--- src/rtl/pipe_stage_reg.sv ---
// Inter-stage pipeline register with valid/ready handshake, flush-to-bubble and an
// optional 2-entry skid buffer that registers in_ready to cut the upstream ready path.
module pipe_stage_reg #(
  parameter int unsigned       DATA_W       = 96,
  parameter bit                SKID_EN      = 1'b1,
  parameter logic [DATA_W-1:0] BUBBLE_VALUE = '0
) (
  input  logic              clk,
  input  logic              rst,
  input  logic              flush,
  input  logic              in_valid,
  output logic              in_ready,
  input  logic [DATA_W-1:0] in_data,
  output logic              out_valid,
  input  logic              out_ready,
  output logic [DATA_W-1:0] out_data,
  output logic [1:0]        occupancy
);

  // Encoding doubles as the live-entry count.
  typedef enum logic [1:0] {
    EMPTY = 2'd0,
    FULL  = 2'd1,
    SKID  = 2'd2
  } state_t;

  state_t            state, state_next;
  logic [DATA_W-1:0] main_q, skid_q;
  logic              in_ready_q;
  logic              acc, pop;
  logic              load_main_in, load_main_skid, load_skid;

  assign out_valid = (state != EMPTY);
  assign out_data  = main_q;
  assign occupancy = 2'(state);
  assign in_ready  = SKID_EN ? in_ready_q : (!out_valid || out_ready);
  assign acc       = in_valid && in_ready;
  assign pop       = out_valid && out_ready;

  // NOTE: every signal written here gets a default first, so no path can infer a latch.
  always_comb begin
    state_next     = state;
    load_main_in   = 1'b0;
    load_main_skid = 1'b0;
    load_skid      = 1'b0;
    case (state)
      EMPTY: begin
        if (acc) begin
          state_next   = FULL;
          load_main_in = 1'b1;
        end
      end
      FULL: begin
        if (acc && pop) begin
          load_main_in = 1'b1;
        end else if (acc && SKID_EN) begin
          state_next = SKID;
          load_skid  = 1'b1;
        end else if (pop) begin
          state_next = EMPTY;
        end
      end
      SKID: begin
        if (pop) begin
          state_next     = FULL;
          load_main_skid = 1'b1;
        end
      end
      default: state_next = EMPTY;
    endcase
    // An accept or pop in the flush cycle is simply absorbed.
    if (flush) begin
      state_next     = EMPTY;
      load_main_in   = 1'b0;
      load_main_skid = 1'b0;
      load_skid      = 1'b0;
    end
  end

  // NOTE: state registers use non-blocking assignments so every flop samples pre-edge values.
  always_ff @(posedge clk) begin
    if (rst) begin
      state      <= EMPTY;
      in_ready_q <= 1'b1;
      main_q     <= BUBBLE_VALUE;
    end else begin
      state      <= state_next;
      in_ready_q <= (state_next != SKID);
      if (flush)               main_q <= BUBBLE_VALUE;
      else if (load_main_in)   main_q <= in_data;
      else if (load_main_skid) main_q <= skid_q;
    end
  end

  // NOTE: the skid payload is never observed unless the state says it is live, so it needs no reset.
  always_ff @(posedge clk) begin
    if (load_skid) skid_q <= in_data;
  end

endmodule

--- config.mk ---
export PLATFORM = sky130hd
export DESIGN_NAME = pipe_stage_reg
export DESIGN_NICKNAME = d
export VERILOG_FILES = /design/src/rtl/pipe_stage_reg.sv
export SDC_FILE = /design/constraint.sdc
export NUM_CORES = 1
export LEC_CHECK = 0
export CORE_AREA = 2 2 131 133
export CTS_CLUSTER_DIAMETER = 60
export DETAILED_ROUTE_END_ITERATION = 7
export DIE_AREA = 0 0 133 135
export DONT_BUFFER_PORTS = 1
export SLEW_MARGIN = 20
export SYNTH_ARGS = -nofsm -noshare
export SYNTH_HDL_FRONTEND = slang
export SYNTH_SLANG_ARGS = --single-unit
export TNS_END_PERCENT = 10
--- constraint.sdc ---
create_clock -name clk -period 4.8 [get_ports clk]
set_clock_uncertainty 0.05 [all_clocks]
set_input_delay 0.96 -clock clk [delete_from_list [all_inputs] [get_ports clk]]
set_output_delay 0.96 -clock clk [all_outputs]
set_load 0.05 [all_outputs]
==> impl_results.md, run 1 <==
- Synth Instances: roughly 650
- Grt met3 use: under 10%
- Final wirelength: about 16000 um
- Crit path kind: flop to flop
- Die footprint: 0.0180 mm^2
- Share of cells above drive strength 1: approximately 6.5%
- Synthesized-area fraction occupied by and/or/nand/nor cells: 11.3%
- Row count: 47
- GRT Total Usage: between 15 and 20%
- Worst path bufs/invs: 1
- Maxcap violations: 0
- CTS root buf: clkbuf_16
- Core footprint: 0.0164 mm^2
- Register Area: between 0.004 and 0.005 mm^2
- Synth Area in Adders: 0%
- Post-synthesis mux area share: less than 1%
- Clock Path Buffers: 2
- # port buffers: 0
- Rel. slew slack: ~37%
- Synth unique cells: 22
- Ports: 201
- Die height: 135 um
- GPL Wtd Cong: roughly 0.73
- M1 GR Usage: between 20% and 30%
- Setup bufs post-CTS: 0
- Worst path cell trace: nor2b_1 > or4_4 > buf_4 > o21ai_0 > a31oi_1
- Area growth syn-to-layout: 8.03%
- Yosys reg bits: roughly 200
- Clk_lat worst skew: about 0.42 ns
- Slowest stage delay, CP: around 0.78 ns
- Worst Setup Start Kind: flop
- GRT overflow: 0
- Via count: approximately 4800
- Pre-antenna DRT Iters: 4
- Total number of yosys warnings: 0
- Avg Cell Area, Syn: between 10 and 15 um^2
- Slew @ Worst Pin: around 0.94 ns
- CP arrival: roughly 3.2 ns
- Initial Util: 43.6%
- Clock transition at path regs: 0.07 ns
- Starting DRT DRC Count: between 200 and 300
- Family with the most delay on the worst path: simple AND/OR/NAND/NOR gates
- Largest family of logic cells by synthesized area: compound AO/OA/AOI/OAI gates
- First-pass GRT wire length: roughly 25000 um
- H-tree Lvls: 4
- Hold slack: 0.482 ns
- GR peak layer: met2
- Leak: between 0.002 and 0.0025 uW
- Mapped Nets: 750
- Unrepaired setup endpoints after global routing: false
- Hold buffer count at cts: 0
- Final hold vios: 0
- CTS Buf Count: 17
- Final Max Slew Viols: 0
- Critical Path RT: a little over 5 ns
- Sequential fraction of the synthesis area: around two thirds
- Most area-consuming cells after synthesis: edfxtp_1 (40%), dfxtp_1 (28%), nand2_1 (10%), a31oi_1 (8.4%), o21ai_1 (5.9%)
- Worst Hold Class: flop to flop
- DR vias/cell: approximately 5.6
- Status: finished clean
- DRC: 0
- Number of antenna diodes: 0
- Final period util: 59.5%
- VDD IR-drop max: 227 uV
- Final ANT Viol Nets: 0
- Top cell type's share of synthesized area: between 40% and 50%
- Fin crit period: ~2.9 ns
- Fillers: ~1500
- Crit Reg-Reg Startpoint: occupancy[0]$_SDFF_PP0_
- XOR/XNOR share of the synthesized area: 0%
- Pin count of the biggest net entering global routing: 93
- TritonCTS clock tree: yes
- Setup TNS: 0 ns
- Pwr Density: between 400 and 500 mW/mm^2
- Compound-Gate Fraction of Synth Area: between 10% and 20%
- Worst Setup SP: occupancy[0]$_SDFF_PP0_
- Area leader, netlist: edfxtp_1
- Post-Syn Area: about 0.0072 mm^2
- Die width: roughly 130 um
- Critical path capture point type: flop
- Post-cts resize count: 0
- Area of the multi-input gates: between 0.0015 and 0.002 mm^2
- Dpl hpwl: 9890 um
- WL/cell: 18.8 um
- Clk sinks: 195
- Final setup viols: 0
- Slowest-stage cell, CP: or4_4
- Initial antenna violation count: 0
- Max Fclk: 350 MHz
- Max FO, Critical Path: around 90
- Vias in the first global route: 4758
- Fin nets: 723
- GR Util met2: about 28%
- Hold Startpoint: skid_q[25]$_DFFE_PP_
==> final cells by class <==
type                            count  share of cell area (%)
Clock buffer                       18                    5.55
Clock inverter                     14                    1.76
Inverter                            1                  0.0486
Multi-Input combinational cell    400                    25.3
Sequential cell                   195                    62.9
Tap cell                          220                    3.56
Timing Repair Buffer                7                   0.842
==> sequential cells by signal (all words and copies together), names as in the netlist <==
register	count
in_ready	1
out_data	96
occupancy	2
skid_q	96
==> power breakdown <==
part / total, uW / switching [uW] / leakage [uW] / internal [uW]
clock network: 1370 / 609 / 0.000275 / 766
registers: 1900 / 122 / 0.00167 / 1780
logic: 107 / 72.1 / 0.000364 / 35.1
==> cell families after synthesis <==
logic type	after synthesis
buf+inv	54
simple gates	204
compound gates	194
flops	195
mux	2
==> Yosys cell counts <==
| library cell | n |
|---|---|
| or4_4 | 1 |
| dfxtp_1 | 99 |
| a31oi_1 | 96 |
| clkbuf_1 | 29 |
| buf_4 | 1 |
| o21ai_1 | 84 |
| mux2i_1 | 2 |
| and3b_1 | 2 |
| buf_6 | 21 |
| nor2_1 | 2 |
| nor2b_1 | 1 |
| and4bb_2 | 1 |
| nand4bb_1 | 1 |
| or3_1 | 1 |
| or2_2 | 2 |
| inv_1 | 1 |
| edfxtp_1 | 96 |
| buf_2 | 2 |
| o21ai_0 | 12 |
| a21oi_1 | 1 |
| o22a_1 | 1 |
| nand2_1 | 193 |
==> placed cells by master, fill, tap and decap left out, types with 2 or more instances in the layout <==
cell       count
or2_2          2
nand2_1      193
o21ai_1       84
a31oi_1       96
clkbuf_16     17
clkinv_2       2
bufinv_16      2
o21ai_0       12
mux2i_1        2
dfxtp_1       99
edfxtp_1      96
clkinv_1       4
clkinv_4       2
buf_4          6
inv_6          3
==> metal layers <==
| layer | vias to the layer above | wire [um] |
|---|---|---|
| met4 | 0 | 221 |
| met2 | 190 | 7360 |
| met5 | - | 0 |
| li1 | 2277 | - |
| met1 | 2346 | 6720 |
| met3 | 17 | 1820 |
==> final timing paths <==
check	end	slack [ns]	depth (start not counted)
max reg2reg	out_data[72]$_SDFFE_PP0P_	1.94	5
min reg2reg	out_data[25]$_SDFFE_PP0P_	0.48	2
max	out_data[72]$_SDFFE_PP0P_	1.94	5
min	out_data[25]$_SDFFE_PP0P_	0.48	2
==> tightest hold or removal path: stages, from the launching register on <==
cell      delay (ns)
edfxtp_1        0.36
nand2_1         0.06
a31oi_1         0.07
==> per-stage QoR <==
| stage | cell area, um^2 | setup WS [ns] | util (%) | std cells | power [uW] |
|---|---|---|---|---|---|
| floorplan | 7160 | 0.859 | - | 649 | 2040 |
| detailed placement | 7160 | 1.83 | 43.7 | 823 | 2050 |
| global route | 7730 | 1.66 | 47.1 | 855 | 3500 |
| global placement | 7160 | 1.92 | 43.7 | 823 | 2040 |
| finish | 7730 | 1.94 | 47.1 | 855 | 3380 |
| CTS | 7730 | 1.93 | 47.1 | 855 | 3420 |
Power figures use the tool's default switching activity.
==> inputs of run 2 (changes only) <==
==> constraint.sdc (replaced) <==
create_clock -name clk -period 2.7 [get_ports clk]
set_clock_uncertainty 0.05 [all_clocks]
set_input_delay 0.54 -clock clk [delete_from_list [all_inputs] [get_ports clk]]
set_output_delay 0.54 -clock clk [all_outputs]
set_load 0.05 [all_outputs]
==> run 2 against run 1 <==
Effect of this change: clock power rose by 82%; utilization is 0.85 points higher; combinational power is 95% higher; sequential share of layout area decreased by 1.1 points; hold slack worse by 0.32 ns; critical path depth fell by 4; global-route usage rose by 0.86 points.
==> impl_results.md, run 2 (synthesis gave the netlist of run 1 again) <==
- Status: finished clean
- Initial antenna violation count: 0
- Final cell count without fillers: 861
- Slowest-stage cell, CP: dfxtp_1
- CTS Buf Count: 17
- DRC: 0
- Clk_lat worst skew: ~0.42 ns
- TritonCTS clock tree: yes
- Final period util: approximately 83%
- Max Fclk: approximately 450 MHz
- Layout Utilization: approximately 48%
- Fin nets: ~730
- Core footprint: between 0.015 and 0.02 mm^2
- Maxcap violations: 0
- Worst Setup Start Kind: flop
- Slowest stage delay, CP: about 0.8 ns
- Final WS setup: roughly 0.47 ns
- GPL Wtd Cong: between 0.7 and 0.8
- CTS root buf: clkbuf_16
- Vias in the first global route: 4999
- Die width: around 130 um
- Area growth syn-to-layout: 9.97%
- Setup WS pre-CTS: ~0.62 ns
- Setup TNS: 0 ns
- Clk sinks: 195
- Number of antenna diodes: 0
- Ports: between 200 and 250
- First-pass GRT wire length: about 27000 um
- Family with the most delay on the worst path: flip-flops
- GRT overflow: 0
- Post-cts resize count: 0
- CP arrival: 1.64 ns
- Hold buffer count at cts: 0
- Final ANT Viol Nets: 0
- Clock transition at path regs: 0.07 ns
- Max FO, Critical Path: 9
- Final Max Slew Viols: 0
- # port buffers: 0
- Dpl hpwl: slightly above 10000 um
- Slew @ Worst Pin: between 0.7 and 0.8 ns
- Commonest cells after routing, fill and taps aside: nand2_1 (193), dfxtp_1 (99), a31oi_1 (96), edfxtp_1 (96), o21ai_1 (84)
- Crit path kind: flop to primary output
- VDD IR-drop max: ~420 uV
- Die height: between 100 and 150 um
- Share of cells above drive strength 1: 7.80%
- Pin count of the biggest net entering global routing: 97
- Initial Util: a little over two fifths
- Row count: 47
- Final hold vios: 0
- Commonest non-fill, non-tap cell in the layout: nand2_1
- Via count: between 4000 and 5000
- H-tree Lvls: 4
- Worst Setup SP: occupancy[1]$_SDFF_PP0_
- Clock Path Buffers: 2
- Rel. slew slack: 49.2%
- Critical path capture point type: primary output
- Hold Startpoint: in_data[4]
- Fin crit period: 2.23 ns
- Leak: about 0.0024 uW
- Die footprint: between 0.015 and 0.02 mm^2
- Pre-antenna DRT Iters: 4
- Worst path cell trace: or2_2
- DR vias/cell: between 5 and 6
- GRT Total Usage: a little under a fifth
- Crit Reg-Reg Startpoint: occupancy[1]$_SDFF_PP0_
- Final setup viols: 0
- Worst Hold Class: primary input to flop
- Critical Path RT: approximately 2.1 ns
- Placed cells: between 800 and 900
- Pwr Density: between 700 and 800 mW/mm^2
- Worst path bufs/invs: 0
- Unrepaired setup endpoints after global routing: false
- Starting DRT DRC Count: 318
- WL/cell: 19.2 um
- Setup bufs post-CTS: 0
- Final wirelength: 16600 um
==> run 2: cell count changes in the layout (fill, tap and decap cells not counted), sizes merged <==
cell | previous run | this run
buf | 7 | 13
clkbuf | 18 | 20
clkinv | 8 | 6
clkinvlp | 1 | 0
inv | 4 | 5
==> run 2: final cells by class <==
type | count | area [um^2]
inverters | 1 | 3.75
multi-input cells | 400 | 1960
flip-flops and latches | 195 | 4860
clock buffers | 20 | 457
fillers | 1485 | 8540
well taps | 220 | 275
clock inverters | 12 | 128
repair buffers | 13 | 185
==> run 2: worst paths after layout <==
check | to | slack [ns] | depth (start not counted)
min reg2reg | out_data[59]$_SDFFE_PP0P_ | 0.48 | 2
min | skid_q[4]$_DFFE_PP_ | 0.16 | 0
max reg2reg | out_data[40]$_SDFFE_PP0P_ | 0.57 | 4
max | out_valid | 0.47 | 1
==> run 2: where the power goes <==
part / switching (uW) / internal (uW) / total [uW]
Clock: 1080 / 1420 / 2500
Sequential: 214 / 3160 / 3380
Combinational: 137 / 72.3 / 209
==> run 2: metal layers <==
layer	up-vias	GRT usage, %	wire length, um
met4	0	7.35	293
li1	2279	-	-
met2	190	29.5	7540
met5	-	0	0
met3	23	9.08	1970
met1	2351	22.4	6750
==> run 2: per-stage QoR <==
step / hold WS (ns) / instance area, um^2 / power [uW]
after global routing: 0.134 / 7870 / 6300
after floorplan: 0.457 / 7160 / 3620
final: 0.162 / 7870 / 6090
after global placement: 0.460 / 7280 / 3640
after CTS: 0.138 / 7870 / 6150
after detailed placement: 0.470 / 7280 / 3650
==> inputs of run 3 (changes only) <==
--- a/config.mk
+++ b/config.mk
@@ -5,10 +5,11 @@
 export SDC_FILE = /design/constraint.sdc
 export NUM_CORES = 1
 export LEC_CHECK = 0
-export CORE_AREA = 2 2 131 133
+export ABC_AREA = 1
+export CORE_AREA = 2 2 141 143
 export CTS_CLUSTER_DIAMETER = 60
 export DETAILED_ROUTE_END_ITERATION = 7
-export DIE_AREA = 0 0 133 135
+export DIE_AREA = 0 0 143 145
 export DONT_BUFFER_PORTS = 1
 export SLEW_MARGIN = 20
 export SYNTH_ARGS = -nofsm -noshare
==> constraint.sdc (replaced) <==
create_clock -name clk -period 1.93 [get_ports clk]
set_clock_uncertainty 0.05 [all_clocks]
set_input_delay 0.386 -clock clk [delete_from_list [all_inputs] [get_ports clk]]
set_output_delay 0.386 -clock clk [all_outputs]
set_load 0.05 [all_outputs]
==> run 3 against run 2 <==
Effect of this change: critical endpoint unchanged; highest routed layer unchanged; setup slack lost 0.36 ns; critical path depth grew 3; design area grew 32%.
==> impl_results.md, run 3 <==
- XOR/XNOR share of the synthesized area: 0%
- Clk sinks: between 150 and 200
- Final Max Slew Viols: 0
- Synthesized-area fraction occupied by and/or/nand/nor cells: a little over a quarter
- DR vias/cell: approximately 5.2
- Number of flops mapped to enable cells by yosys: between 90 and 100
- Top cell type's share of synthesized area: approximately 34%
- Die height: around 150 um
- Clock transition at path regs: 0.07 ns
- Critical Path RT: approximately 1.5 ns
- Row count: between 50 and 60
- Yosys reg bits: about 200
- Status: finished clean
- Leak: around 0.0042 uW
- Initial Util: ~44%
- CTS root buf: clkbuf_16
- Ys flop type: dfxtp_1
- Commonest non-fill, non-tap cell in the layout: nand3_1
- Slowest-stage cell, CP: dfxtp_4
- Switching pwr: ~2300 uW
- Sw Ratio: 25.0%
- GRT Total Usage: 21.8%
- Sequential fraction of the synthesis area: roughly three fifths
- Synth Instances: approximately 980
- Final hold vios: 0
- GPL Wtd Cong: 0.789
- Cell area after layout: 0.0104 mm^2
- Placed cells: about 1200
- Maxcap violations: 0
- VDD IR-drop max: 628 uV
- Post-Syn Area: 0.00836 mm^2
- DRC: 0
- Worst Setup Start Kind: flop
- Crit path kind: flop to primary output
- Most area-consuming cells after synthesis: edfxtp_1 (34%), dfxtp_1 (24%), nand3_1 (17%), nand2_1 (9.0%), a21oi_1 (5.7%)
- Combinational Power Share: approximately 8.5%
- Synth unique cells: 19
- Worst Hold Class: primary input to flop
- GRT overflow: 0
- Max Fclk: 549 MHz
- Commonest cells after routing, fill and taps aside: nand3_1 (289), nand2_1 (197), inv_1 (102)
- Largest family of logic cells by synthesized area: simple AND/OR/NAND/NOR gates
- CTS Buf Count: 17
- Slew @ Worst Pin: 0.605 ns
- Worst path cell trace: buf_4 > inv_1 > nand2_1 > buf_4
- Compound-Gate Fraction of Synth Area: between 6 and 7%
- Via count: slightly below 7000
- Pre-antenna DRT Iters: 5
- R2R Setup Slk: between 0.2 and 0.25 ns
- WL/cell: roughly 17 um
- Post-cts resize count: 0
- Area leader, netlist: edfxtp_1
- Clock power frac: approximately two fifths
- Clock Path Buffers: 2
- Dpl hpwl: around 13000 um
- Die footprint: a little over 0.02 mm^2
- Pin count of the biggest net entering global routing: just under 80
- Total number of yosys warnings: 0
- Die width: ~140 um
- Final wirelength: ~23000 um
- Fillers: about 1800
- Unrepaired setup endpoints after global routing: false
- Starting DRT DRC Count: a little under 500
- Family with the most delay on the worst path: buffers and inverters
- Critical path capture point type: primary output
- Synth cell count leaders: nand3_1 (289), nand2_1 (200), inv_1 (102)
- Slowest stage delay, CP: 0.37 ns
- # port buffers: 0
- Share of cells above drive strength 1: about 6.9%
- Pwr Density: ~890 mW/mm^2
- Fin crit period: roughly 1.8 ns
- Total power draw: between 9000 and 10000 uW
- Final setup viols: 0
- Ports: 201
- CP arrival: about 1.4 ns
- Clk_lat worst skew: about 0.42 ns
- Synth Area in Adders: 0%
- Vias in the first global route: about 6600
- Fin nets: 1142
- Max FO, Critical Path: 4
- Worst path bufs/invs: 3
- Reg power frac: around 50%
- Final period util: a little over nine tenths
- First-pass GRT wire length: 35700 um
- Rel. slew slack: 59.6%
- Power Internal: 6920 uW
- Final cell count without fillers: roughly 1300
- Avg Cell Area, Syn: roughly 8.6 um^2
- Post-synthesis mux area share: 0%
- Number of antenna diodes: 0
- Area growth syn-to-layout: 24.5%
- TritonCTS clock tree: yes
- H-tree Lvls: 4
- Mapped Nets: approximately 1100
- Post-synth ARST share: 0%
- Most frequent CP cell: buf_4
- Top-count cell post-synth: nand3_1
- Core footprint: between 0.015 and 0.02 mm^2
- Placed Area: between 0.008 and 0.009 mm^2
- Final ANT Viol Nets: 0
- Initial antenna violation count: 0
[run 3: path summary, 6_finish.rpt]
kind / from / endpoint / cells after the start
worst min-delay path: flush / occupancy[0]$_SDFF_PP0_ / 3
worst min register to register: occupancy[1]$_SDFF_PP0_ / occupancy[0]$_SDFF_PP0_ / 3
worst max register to register: occupancy[1]$_SDFF_PP0_ / skid_q[40]$_DFFE_PP_ / 4
worst max-delay path: occupancy[0]$_SDFF_PP0_ / out_valid / 4
[run 3: through the flow]
step                      setup slack [ns]  util, %  hold WS (ns)  TNS (ns)
after global placement               0.188     45.9         0.405         0
after floorplan                      -1.70        -         0.399   -163.62
after global routing                0.0372     54.2        0.0699         0
after detailed placement             0.162     45.9         0.406         0
final                                0.107     54.2        0.0709         0
after CTS                           0.0902     54.2        0.0489         0
[run 3: cell type report]
type | instances | area [um^2] | area share, %
tap | 265 | 332 | 3.19
sequential | 195 | 4870 | 46.9
clock inverter | 10 | 148 | 1.42
inverter | 103 | 388 | 3.73
multi-input combinational | 596 | 2800 | 26.9
clock buffer | 22 | 474 | 4.56
timing repair buffer | 128 | 1390 | 13.4
[run 3: cell families (layout without fill, tap and decap cells)]
logic type | after synthesis | after routing
buffers and inverters | 184 | 263
and+or+nand+nor | 496 | 496
DFF | 195 | 195
AOI/OAI and AO/OA | 100 | 100
[run 3: power groups by stage]
stage	clock, uW	sequential (uW)	combinational, uW
finish	3720	4730	785
detailed placement	0	4820	614
global route	3970	4730	880
floorplan	0	4810	443
CTS	3810	4730	784
global placement	0	4820	608
[run 3: per-layer routing]
layer  wire (um)  up-vias  track usage, %  share of wire [%]
li1            -     3398               -                  -
met1       10200     3156            31.6                 45
met2        9900      254            31.4                 44
met3        2200       18            6.67                9.8
met4         257        0            6.19                1.1
met5           0        -               0                  0
[run 3: worst reg2reg max path, stage by stage, from the launching register on]
cell,delay (ns)
dfxtp_4,0.37
o21ai_2,0.18
nand2_4,0.11
nor3_4,0.43
buf_12,0.27
[run 3: timing repair]
item | CTS | global route
hold endpoints to repair | 97 | 0
hold buffers | 97 | 0
setup buffers | 0 | 0
